===== config.mk =====
export PLATFORM = sky130hd
export DESIGN_NAME = trig_interval_meter
export DESIGN_NICKNAME = d
export VERILOG_FILES = /design/src/rtl/trig_interval_meter.sv
export SDC_FILE = /design/constraint.sdc
export NUM_CORES = 1
export LEC_CHECK = 0
export CORE_ASPECT_RATIO = 1.5
export CORE_MARGIN = 2
export CORE_UTILIZATION = 26
export DETAILED_ROUTE_END_ITERATION = 10
export GPL_TIMING_DRIVEN = 0
export SYNTH_ARGS = -nofsm -noshare
export SYNTH_HDL_FRONTEND = slang
export SYNTH_SLANG_ARGS = --single-unit

===== constraint.sdc =====
create_clock -name clk -period 2.2 [get_ports clk]
set_input_delay 0.44 -clock clk [delete_from_list [all_inputs] [get_ports clk]]
set_output_delay 0.44 -clock clk [all_outputs]
set_load 0.05 [all_outputs]

===== src/rtl/trig_interval_meter.sv =====
// rtl/trig_interval_meter.sv - trigger interval meter with saturating counter and valid/ready result
module trig_interval_meter #(
  parameter int CNT_W       = 16,
  parameter int SYNC_STAGES = 2
) (
  input  logic             clk,
  input  logic             rst_n,
  input  logic             en,
  input  logic             trig_in,
  output logic [CNT_W-1:0] period,
  output logic             period_ovf,
  output logic             period_valid,
  input  logic             period_ready,
  output logic             missed,
  input  logic             missed_clr
);

  localparam logic [CNT_W-1:0] CNT_MAX  = '1;
  localparam logic [CNT_W-1:0] CNT_ZERO = '0;
  localparam logic [CNT_W-1:0] CNT_ONE  = {{(CNT_W-1){1'b0}}, 1'b1};

  typedef enum logic [1:0] {
    IDLE = 2'd0,
    ARM  = 2'd1,
    MEAS = 2'd2
  } state_t;

  state_t                 r_state;
  logic [SYNC_STAGES-1:0] r_sync;
  logic                   r_dly;
  logic [CNT_W-1:0]       r_cnt;
  logic [CNT_W-1:0]       r_period;
  logic                   r_ovf;
  logic                   r_valid;
  logic                   r_missed;

  logic w_last;
  logic w_rise;
  logic w_capture;
  logic w_accept;
  logic w_drop;

  assign w_last    = r_sync[SYNC_STAGES-1];
  assign w_rise    = w_last & ~r_dly;
  // A capture slot exists only while measuring; it either loads or is dropped.
  assign w_capture = (r_state == MEAS) & en & w_rise;
  assign w_accept  = w_capture & (~r_valid | period_ready);
  assign w_drop    = w_capture & r_valid & ~period_ready;

  assign period       = r_period;
  assign period_ovf   = r_ovf;
  assign period_valid = r_valid;
  assign missed       = r_missed;

  // Synchronize trig_in and keep one delayed copy for edge detection; runs in every state.
  always_ff @(posedge clk or negedge rst_n) begin
    if (!rst_n) begin
      r_sync <= '0;
      r_dly  <= 1'b0;
    end else begin
      r_sync <= {r_sync[SYNC_STAGES-2:0], trig_in};
      r_dly  <= w_last;
    end
  end

  // Measurement FSM, interval counter and registered result/handshake outputs.
  always_ff @(posedge clk or negedge rst_n) begin
    if (!rst_n) begin
      r_state  <= IDLE;
      r_cnt    <= CNT_ZERO;
      r_period <= CNT_ZERO;
      r_ovf    <= 1'b0;
      r_valid  <= 1'b0;
      r_missed <= 1'b0;
    end else begin
      case (r_state)
        IDLE: begin
          r_cnt <= CNT_ZERO;
          if (en) r_state <= ARM;
        end
        ARM: begin
          if (!en) begin
            r_state <= IDLE;
            r_cnt   <= CNT_ZERO;
          end else if (w_rise) begin
            // First edge after arming only opens the interval.
            r_state <= MEAS;
            r_cnt   <= CNT_ONE;
          end
        end
        MEAS: begin
          if (!en) begin
            r_state <= IDLE;
            r_cnt   <= CNT_ZERO;
          end else if (w_rise) begin
            r_cnt <= CNT_ONE;
          end else if (r_cnt != CNT_MAX) begin
            r_cnt <= r_cnt + CNT_ONE;
          end
        end
        default: begin
          r_state <= IDLE;
          r_cnt   <= CNT_ZERO;
        end
      endcase

      // Disabling withdraws the result but leaves period/ovf readable.
      if (!en) begin
        r_valid <= 1'b0;
      end else if (w_accept) begin
        r_period <= r_cnt;
        r_ovf    <= (r_cnt == CNT_MAX);
        r_valid  <= 1'b1;
      end else if (r_valid && period_ready) begin
        r_valid <= 1'b0;
      end

      // A drop in the same cycle as a clear keeps the flag set.
      if (w_drop) begin
        r_missed <= 1'b1;
      end else if (missed_clr) begin
        r_missed <= 1'b0;
      end
    end
  end

endmodule


## After elaboration in Yosys (flattened, before gate mapping)

Cells that the tools add are included.

| word-level totals | value |
|---|---|
| register bits | 40 |
| input bits | 6 |
| output and inout port bits | 19 |

| cells by class | value |
|---|---|
| $add $sub $neg | 1 |
| eq/ne operators | 9 |
| multiplexer cells | 16 |
| bitwise gates (word level) | 10 |
| reductions and logical operators | 6 |

Operators with widths:

| operator | number |
|---|---|
| 2-to-1 mux 16 bit | 5 |
| case mux 16 bit (2 select lines) | 1 |
| adder 16 x 1 -> 16 bit (second input constant) | 1 |
| equality test 16 bit (second input constant) | 1 |
| inequality test 16 bit (second input constant) | 1 |
| 2-to-1 mux 2 bit | 4 |
| AND 1 bit | 6 |
| case mux 2 bit (3 select lines) | 1 |
| 2-to-1 mux 1 bit | 5 |
| inequality test 2 bit (second input constant) | 2 |
| inequality test 4 x 3 -> 1 bit (second input constant) | 1 |
| AND reduction 2 bit | 2 |
| inequality test 3 x 1 -> 1 bit (second input constant) | 1 |
| inequality test 3 bit (second input constant) | 1 |
| inverter 1 bit | 3 |
| AND reduction 3 bit | 1 |
| equality test 2 x 1 -> 1 bit (second input constant) | 1 |
| equality test 2 bit (second input constant) | 1 |
| zero test 2 bit | 1 |
| nonzero test 2 bit | 1 |
| logical AND 1 bit | 1 |
| OR 1 bit | 1 |

## Logic depth before layout (Yosys ltp)

| logic depth | value |
|---|---|
| depth in word-level cells | 6 |
| mapped depth | 7 |

## Worst setup path before layout

OpenSTA, ideal clock, no wires.

| timing | value |
|---|---|
| path kind | register to register |
| start | reg r_state[0] |
| end | reg r_period[10] (netlist: period[10]) |
| setup time | 0.125 ns |
| arrival | 1.799 ns |
| required time | 2.075 ns |
| slack | 0.276 ns |
| cell stages (with the launch flop) | 7 |
| clock period less this slack | 1.924 ns |
| cells stage by stage | dfrtp_1 -> inv_1 -> ha_1 -> nand2_4 -> nor3_2 -> buf_4 -> mux2_2 |

| on the way | value |
|---|---|
| longest elaborated chain between the ends | 5 |

Ends and longest elaborated chain:

| what | RTL line | source |
|---|---|---|
| start, declared | 28 | `state_t r_state;` |
| start signal, assigned | 69 | `r_state <= IDLE;` |
| start signal, assigned | 79 | `if (en) r_state <= ARM;` |
| start signal, assigned | 83 | `r_state <= IDLE;` |
| equality test 2 bit | 46 | `assign w_capture = (r_state == MEAS) & en & w_rise;` |
| AND 1 bit (2 in series) | 46 |  |
| AND 1 bit | 47 | `assign w_accept = w_capture & (~r_valid \| period_ready);` |
| AND reduction 2 bit (no line) | -- |  |
| end signal, assigned | 111 | `r_period <= r_cnt;` |
| end, declared | 32 | `logic [CNT_W-1:0] r_period;` |

Every way passes these cells.
A chain may end at the register's enable or synchronous reset.

## Worst setup path after layout

| timing | value |
|---|---|
| start | reg r_cnt[1] |
| end | reg r_cnt[8] |

| on the way | value |
|---|---|
| longest elaborated chain between the ends | 5 |

Ends and longest elaborated chain:

| what | RTL line | source |
|---|---|---|
| start, declared | 31 | `logic [CNT_W-1:0] r_cnt;` |
| start signal, assigned | 98 | `r_cnt <= r_cnt + CNT_ONE;` |
| adder 16 x 1 -> 16 bit | 98 |  |
| 2-to-1 mux 16 bit | 97 | `end else if (r_cnt != CNT_MAX) begin` |
| 2-to-1 mux 16 bit | 95 | `end else if (w_rise) begin` |
| 2-to-1 mux 16 bit | 92 | `if (!en) begin` |
| case mux 16 bit (2 select lines) | 76 | `case (r_state)` |

Several ways; a longest one is shown, not always the timed one. The select of a mux whose other input is x is not followed.

==> flow_summary.yaml <==
global_route:
  grt_max_degree: 40
  grt_overflow_total: 0
  track_usage_pct: 11.9
  grt_antenna_before_repair: 0
  grt_first_pass_wirelength_um: 7650
  grt_pass1_vias: 1577
die:
  die_area_mm2: 0.00841
  die_h_um: 111
  die_w_um: 75.6
  io_pins: 25
  core_area_mm2: 0.00751
  start_util_pct: 26.6
  core.rowCount: 39
synth:
  syn_inst: 179
  ys_types: 44
  syn_nets: 189
  ys_top_cells_by_area: "dfrtp_1 50%, mux2_2 10%, a31oi_1 5.3%, nand2_1 2.8%, ha_1 2.5%"
  synth_area_mm2: 0.00200
  avgSynthCellArea_um2: 11.2
  yosysSeqAreaShare_pct: 50.1
  synth_edf_count: 0
  yosys-top-cells-count: "40 x dfrtp_1, 18 x mux2_2, 17 x a31oi_1, 15 x nand2_1, 10 x inv_1"
  ys_warn_count: 0
  synth_top_area_cell: "dfrtp_1"
  async_flop_share_pct: 100
  ys_ff_latch: 40
  dominantRegCellSynth: "dfrtp_1"
  synth_top_area_share_pct: 50.1
  yosysMostFrequentCell: "dfrtp_1"
drt:
  via_count: 1553
  ant_nets: 0
  avgViaCountPerCell: 4.88
  routed_wl_um: 4460
  first_iter_violations: 94
  drt_drc_violations_left: 0
  drt-pass1-iter-count: 5
  avgRoutedWirePerCell_um: 14.0
timing:
  finalMaxSlewViolations: 0
  setup_viol: 0
  tightest_slew_ps: 498
  hold_viol: 0
  rsz0062_at_grt: "false"
  fmax_mhz: 500
  setup_tns_ps: 0
  period_minus_slack_ps: 2000
  post-route-period-util_pct: 90.9
  slew_headroom_pct: 66.7
  finClkSkew_ps: 5.32
status:
  outcome: "complete, no violations"
final_layout:
  drive_above_1_share_pct: 23.6
  antenna_cells: 0
  fill_cells: 758
  seqCellArea_mm2: 0.00100
  fin_nets: 225
  syn_to_final_growth_pct: 30.6
  multi_input_area_um2: 932
power:
  p_total_mw: 1.88
  power_density_mw_per_mm2: 720
  ir_drop_uv: 389
  p_leak_nw: 1.10
clocking:
  tritoncts: "yes"
  clkTransAtPathRegs_ps: 60
  cts_buffers: 5
  ctsHtreeMaxLevel: 2
  cts_buffer_depth: 2
  worst_skew_pair.late_latency_ps: 290
  cts_root_buf: "clkbuf_16"
  cts_sinks: 40
placed_design:
  io_buffers: 23
  globalplace.congestion: 0.813
  hpwlAfterDp_um: 3170
worst_setup_path:
  worst-endpoint-arrival_ps: 2150
  startpoint_type: "flip-flop"
  critPathCaptureType: "flip-flop"
  required_ps: 2350
  worstPathMaxFanout: 10
  critical_path_class: "flip-flop to flip-flop"
flow_run:
  max_cap_viol_count: 0
min_path:
  min_path_type: "flip-flop to flip-flop"
layout by cell type, fill, tap and decap left out, drive strengths merged, types with 2 or more instances in the layout:
master / count
buf: 10
clkbuf: 10
nor4: 4
o211ai: 3
a31oi: 17
nand4: 4
a41oi: 2
dfrtp: 40
a221oi: 2
inv: 10
o21ai: 8
or4: 4
mux2: 18
a21oi: 5
and2: 2
nand3: 5
and3: 3
nor2b: 2
ha: 4
clkdlybuf4s50: 22
and4: 2
nor2: 2
nand2b: 4
nor3: 5
mux2i: 3
nand2: 16
flip-flops by register name (all words and copies together) (netlist names):
signal / count
r_sync: 2
r_cnt: 16
missed: 1
period: 16
period_valid: 1
period_ovf: 1
r_dly: 1
r_state: 2
critical path: stages (launching register included):
cell     delay (ps)
dfrtp_1         420
ha_1            250
nand3_2         190
or4_4           560
buf_6           160
a41oi_1         200
a31oi_1          70
stage by stage:
step	setup WS (ps)	util (%)	instances	hold slack [ps]	area (um2)
3_3_place_gp	-361	31.3	304	334	2350
4_1_cts	62.5	34.0	314	354	2560
3_5_place_dp	-150	31.5	305	239	2370
2_1_floorplan	276	-	179	144	2000
5_1_grt	39.2	34.7	318	356	2610
6_report	200	34.7	318	349	2610
power breakdown:
part	total (mW)	internal (mW)	switching, mW
logic	0.275	0.107	0.168
registers	0.779	0.757	0.0218
clock network	0.825	0.533	0.291
area by class of cell:
| class | instances | area share (%) |
|---|---|---|
| Timing Repair Buffer | 29 | 11.4 |
| Buffer | 8 | 1.78 |
| Multi-Input combinational cell | 121 | 35.7 |
| Clock inverter | 2 | 1.34 |
| Inverter | 10 | 1.44 |
| Tap cell | 102 | 4.89 |
| Sequential cell | 40 | 38.4 |
| Clock buffer | 6 | 4.94 |
final timing paths:
kind / from / end / slack [ps] / depth (start not counted)
worst max-delay path: r_cnt[1] / r_cnt[8] / 200 / 6
worst max register to register: r_cnt[1] / r_cnt[8] / 200 / 6
worst min register to register: r_sync[0] / r_sync[1] / 350 / 0
worst min-delay path: r_sync[0] / r_sync[1] / 350 / 0
min in group asynchronous: rst_n / r_sync[0] / 470 / 2
max in group asynchronous: rst_n / r_cnt[0] / 1320 / 3
what timing repair did:
item / 4_1_cts / 5_1_grt
hold buffers: 1 / 0
gates resized for setup: 3 / 4
buffers inserted: 0 / 4
endpoints found under the setup margin: 17 / 22
endpoints found under the hold margin: 1 / 0
pin swaps: 0 / 2
metal layers:
layer	vias up	wire length, um	GRT usage (%)
li1	749	-	-
met1	769	1810	14.4
met2	28	2370	19.1
met5	-	0	0
met4	0	137	6.55
met3	7	132	2.53
cell families (layout without fill, tap and decap cells):
| kind of cell | after synthesis | count (layout) | synth area share, % |
|---|---|---|---|
| compound gates | 42 | 42 | 13.9 |
| buf+inv | 18 | 55 | 4.07 |
| mux | 21 | 21 | 11.7 |
| fa+ha+maj | 4 | 4 | 2.51 |
| flops | 40 | 40 | 50.1 |
| simple gates | 54 | 54 | 17.7 |
No activity file was read; power rests on OpenSTA's default activity.
